`config.mk`:
```
export PLATFORM = sky130hd
export DESIGN_NAME = comma_aligner
export DESIGN_NICKNAME = d
export VERILOG_FILES = /design/src/rtl/comma_aligner.sv
export SDC_FILE = /design/constraint.sdc
export NUM_CORES = 1
export LEC_CHECK = 0
export BUFFER_PORTS_ARGS = -buffer_cell sky130_fd_sc_hd__buf_2
export CELL_PAD_IN_SITES_DETAIL_PLACEMENT = 2
export CELL_PAD_IN_SITES_GLOBAL_PLACEMENT = 2
export CORE_MARGIN = 2
export CORE_UTILIZATION = 35
export CTS_CLUSTER_SIZE = 12
export DETAILED_ROUTE_END_ITERATION = 16
export GPL_TIMING_DRIVEN = 0
export HOLD_SLACK_MARGIN = 0.05
export PLACE_DENSITY_LB_ADDON = 0.1
export SLEW_MARGIN = 10
export SYNTH_ARGS = -nofsm -noshare
export SYNTH_HDL_FRONTEND = slang
export SYNTH_SLANG_ARGS = --single-unit
```
`constraint.sdc`:
```
create_clock -name clk -period 2.55 [get_ports clk]
set_clock_uncertainty 0.05 [all_clocks]
set_input_delay 0.6375 -clock clk [delete_from_list [all_inputs] [get_ports clk]]
set_output_delay 0.6375 -clock clk [all_outputs]
set_load 0.03 [all_outputs]
```
`src/rtl/comma_aligner.sv`:
```
// Purpose: hunts for the K28.5 comma in the recovered bit stream and emits 10-bit words on the locked boundary.
// Latency: a word whose last bit is sampled at edge N is strobed on word_valid after edge N+1.
// Backpressure: none. The stream is free-running, and the downstream decoder must take every strobe.
module comma_aligner #(
  parameter int LOCK_CNT = 3,
  parameter int LOSS_CNT = 2
) (
  input  logic       clk,
  input  logic       rst_n,
  input  logic       Din,
  output logic [9:0] word_out,
  output logic       word_valid,
  output logic       word_is_comma,
  output logic       locked,
  output logic       realign
);

  localparam logic [9:0] K28P5_RDN = 10'h17C;
  localparam logic [9:0] K28P5_RDP = 10'h283;
  localparam logic [3:0] LOCK_TH   = 4'(LOCK_CNT);
  localparam logic [3:0] LOSS_TH   = 4'(LOSS_CNT);

  typedef enum logic [1:0] {
    ST_HUNT   = 2'd0,
    ST_VERIFY = 2'd1,
    ST_LOCKED = 2'd2
  } state_t;

  state_t     state;
  logic [9:0] sr;
  logic [3:0] cnt;
  logic [3:0] good;
  logic [3:0] bad;
  logic       match;
  logic       boundary;
  logic [3:0] good_inc;
  logic [3:0] bad_inc;
  logic [3:0] cnt_nxt;

  // A full 10-bit compare against both disparities. sr = 0 never matches.
  assign match    = (sr == K28P5_RDN) || (sr == K28P5_RDP);
  assign boundary = (cnt == 4'd9);
  assign good_inc = (good == 4'hF) ? 4'hF : good + 4'd1;
  assign bad_inc  = (bad  == 4'hF) ? 4'hF : bad  + 4'd1;
  assign cnt_nxt  = boundary ? 4'd0 : cnt + 4'd1;

  // Serial bits enter at the top, so sr[0] is always the oldest bit (a).
  always_ff @(posedge clk or negedge rst_n) begin
    if (!rst_n) begin
      sr <= '0;
    end else begin
      sr <= {Din, sr[9:1]};
    end
  end

  // Alignment FSM. It owns the phase counter, the good/bad counters and all registered outputs.
  always_ff @(posedge clk or negedge rst_n) begin
    if (!rst_n) begin
      state         <= ST_HUNT;
      cnt           <= '0;
      good          <= '0;
      bad           <= '0;
      word_out      <= '0;
      word_valid    <= 1'b0;
      word_is_comma <= 1'b0;
      locked        <= 1'b0;
      realign       <= 1'b0;
    end else begin
      word_valid    <= 1'b0;
      word_is_comma <= 1'b0;
      realign       <= 1'b0;
      cnt           <= cnt_nxt;
      case (state)
        ST_HUNT: begin
          cnt <= 4'd0;
          if (match) begin
            realign       <= 1'b1;
            word_valid    <= 1'b1;
            word_is_comma <= 1'b1;
            word_out      <= sr;
            good          <= 4'd1;
            bad           <= 4'd0;
            state         <= ST_VERIFY;
          end
        end
        ST_VERIFY: begin
          if (boundary) begin
            word_valid    <= 1'b1;
            word_is_comma <= match;
            word_out      <= sr;
            if (match) begin
              good <= good_inc;
              if (good_inc >= LOCK_TH) begin
                state  <= ST_LOCKED;
                locked <= 1'b1;
              end
            end
          end else if (match) begin
            // The comma arrived off the boundary, so the boundary moves to this comma.
            cnt           <= 4'd0;
            realign       <= 1'b1;
            word_valid    <= 1'b1;
            word_is_comma <= 1'b1;
            word_out      <= sr;
            good          <= 4'd1;
          end
        end
        ST_LOCKED: begin
          if (boundary) begin
            word_valid    <= 1'b1;
            word_is_comma <= match;
            word_out      <= sr;
            if (match) begin
              bad  <= 4'd0;
              good <= good_inc;
            end
          end else if (match) begin
            // The phase stays put. A misaligned comma is only counted.
            bad <= bad_inc;
            if (bad_inc >= LOSS_TH) begin
              locked <= 1'b0;
              good   <= 4'd0;
              bad    <= 4'd0;
              cnt    <= 4'd0;
              state  <= ST_HUNT;
            end
          end
        end
        default: begin
          state  <= ST_HUNT;
          locked <= 1'b0;
          cnt    <= 4'd0;
        end
      endcase
    end
  end

endmodule
```
==> results.yml <==
run_status:
  outcome: "completed"
timing:
  post-route-min-period_ns: 2.16
  rsz0062_at_grt: "false"
  finalCritPeriodShare: 0.849
  fmax_ghz: 0.462
  fin_setup_tns_ns: 0
  setup_viol: 0
  tightest_slew_ns: 0.850
  slew_headroom: 0.433
  finalHoldViolCount: 0
  final_max_slew_viol_count: 0
grt:
  overflow: 0
  grt_pass1_vias: 1664
  grt_pass1_wl_microns: 8920
  antenna_found_initial: 0
  grt_max_degree: 39
  grt_usage: 0.189
power_and_ir_drop:
  leakagePower_nw: 1.06
  power.density_mw_per_mm2: 547
  ir_drop_mv: 0.252
critical_path:
  crit_path_cell_trace: "inv_1, ha_1, nand3b_1, a21boi_0, o21ai_2, a22o_2"
  crit_path_max_incr_delay_ns: 0.55
  cpMaxStageDelayCell: "a21boi_0"
  arrival_ns: 2.30
  r2r_cells: 6
  end_kind: "flop"
  worstReg2RegEnd: "word_out[2]"
  r2r_setup_slack_ns: 0.39
  cp-start-kind: "flop"
  worst-setup-path-type: "reg -> reg"
  critPathRequiredTime_ns: 2.68
  reg2reg_from: "cnt[1]"
  crit_fanout: 9
finish:
  area_growth_pct: 13.7
  design_area_sq_mm: 0.00220
  diodes: 0
  nets: 207
  final_cell_mix: "38 x dfrtp_1, 16 x buf_2, 11 x inv_1, 11 x nand2_1, 11 x nor2_1"
  final_common_cell: "dfrtp_1"
  drive_gt1_frac: 0.224
floorplan:
  rows: 27
  chipWidth_microns: 78.4
  dieArea_sq_mm: 0.00614
  core_sq_mm: 0.00544
  io_pins: 17
  start_util: 0.356
  die_y_microns: 78.4
clock_tree:
  cts-resized-gates: 0
  htree_num_levels: 2
  clkLatencyLatePin_ns: 0.30
  cts_buffer_depth: 2
  clock_sinks: 38
  cts_tree: "yes"
  cts_made_buffers: 5
  root_buffer: "clkbuf_8"
  ctsHoldBuffers: 0
  cts.clk_slew.worst_paths_ns: 0.08
  cts_setup_buffers: 0
yosys:
  synth_area_sq_mm: 0.00194
  synth_top_area_cell: "dfrtp_1"
  synth_top_area_share: 0.491
  syn_avg_cell_area_sq_um: 11.3
  ys_warn_count: 0
  synth_edf_count: 0
  syn_inst: 172
  synthesis.nets: 184
  ys_ff_latch: 38
  synth-seq-area-share: 0.491
  ys_types: 50
  synth_flop_cell: "dfrtp_1"
  async_flop_share: 1.00
  synthTopCellsByArea: "dfrtp_1 49%, ha_1 5.8%, o21a_1 2.7%, a22o_1 2.3%, nand4_4 2.2%"
worst_hold_path:
  hold_path_end: "sr[5]"
  holdCritPathClass: "reg -> reg"
  hold_depth: 0
  min_from: "sr[6]"
route:
  vias_per_cell: 5.60
  drc: 0
  wirelength_microns: 5090
  drt-initial-drc-count: 71
  ant_nets: 0
  num_vias: 1500
  dr.pass1.iters: 4
  wl_per_cell_microns: 19.0
placement:
  dpl_cell_area_sq_mm: 0.00211
  routabilityCongestion: 0.740
  dp_hpwl_microns: 3760
  port_buffers: 16
run:
  max_cap_violations: 0
## cell families after synthesis
| kind of cell | count (synthesis) | share of synthesized area |
|---|---|---|
| AO/OA/AOI/OAI | 58 | 0.240 |
| flip-flops | 38 | 0.491 |
| adder cells (fa/ha/maj) | 9 | 0.0582 |
| AND/OR/NAND/NOR | 52 | 0.175 |
| XOR/XNOR | 2 | 0.00905 |
| buffers and inverters | 13 | 0.0259 |
## cell type report
cell class                      count  area [sq um]
Sequential cell                    38           951
Inverter                           11          41.3
Clock buffer                        6          82.6
Timing Repair Buffer               16          80.1
Buffer                              2          8.76
Clock inverter                      2          12.5
Multi-Input combinational cell    121           935
Fill cell                         584          3240
Tap cell                           72          90.1
## sequential cells by signal, indices dropped and copies added (netlist names)
register	cells
bad	4
word_is_comma	1
word_out	10
cnt	4
word_valid	1
locked	1
state	2
sr	10
good	4
realign	1
## worst max path at each step
stage               startpoint           to  slack (ns)  depth (start not counted)
finish                  cnt[1]  word_out[2]        0.39                          6
global route          state[0]  word_out[7]        0.18                          8
CTS                     cnt[1]  word_out[2]        0.34                          7
detailed placement      cnt[1]  word_out[2]        0.39                          7
global placement      state[1]     state[0]        0.46                          7
floorplan             state[0]  word_out[2]        0.77                          6
## routing by layer
metal | vias to the layer above | share of wire | global-route usage
li1 | 686 | - | -
met1 | 790 | 0.46 | 0.240
met2 | 18 | 0.50 | 0.321
met3 | 6 | 0.026 | 0.0425
met4 | 0 | 0.013 | 0.0579
met5 | - | 0 | 0
## worst max-delay path: cells and delay by family, from the launching register on
kind / cells / cell delay (ns)
AO/OA/AOI/OAI: 3 / 1.03
buffers and inverters: 1 / 0.07
flip-flops: 1 / 0.41
adder cells (fa/ha/maj): 1 / 0.16
AND/OR/NAND/NOR: 1 / 0.31
## stage by stage
stage | cells | util | hold WS, ns | power [mW] | setup WS (ns)
2_1_floorplan | 172 | - | 0.292 | 0.722 | 0.775
3_3_place_gp | 260 | 0.387 | 0.336 | 0.761 | 0.456
3_5_place_dp | 260 | 0.387 | 0.347 | 0.768 | 0.385
4_1_cts | 268 | 0.405 | 0.369 | 1.22 | 0.345
5_1_grt | 268 | 0.405 | 0.387 | 1.27 | 0.178
6_report | 268 | 0.405 | 0.361 | 1.20 | 0.385
## synth_stat cells, types with 3 or more instances
master / number
ha_1: 9
o21ai_0: 6
o22ai_1: 4
o21a_1: 7
dfrtp_1: 38
nor3_1: 5
inv_1: 11
a22o_1: 5
nand3_1: 4
nand2_1: 11
a31oi_1: 4
nor2b_1: 3
a21oi_1: 5
nor2_1: 11
## power by group
part	total [mW]	switching [mW]	internal (mW)
clock	0.450	0.232	0.218
sequential	0.641	0.0207	0.620
combinational	0.113	0.0757	0.0377
total	1.20	0.329	0.875
Power figures use the tool's default switching activity.
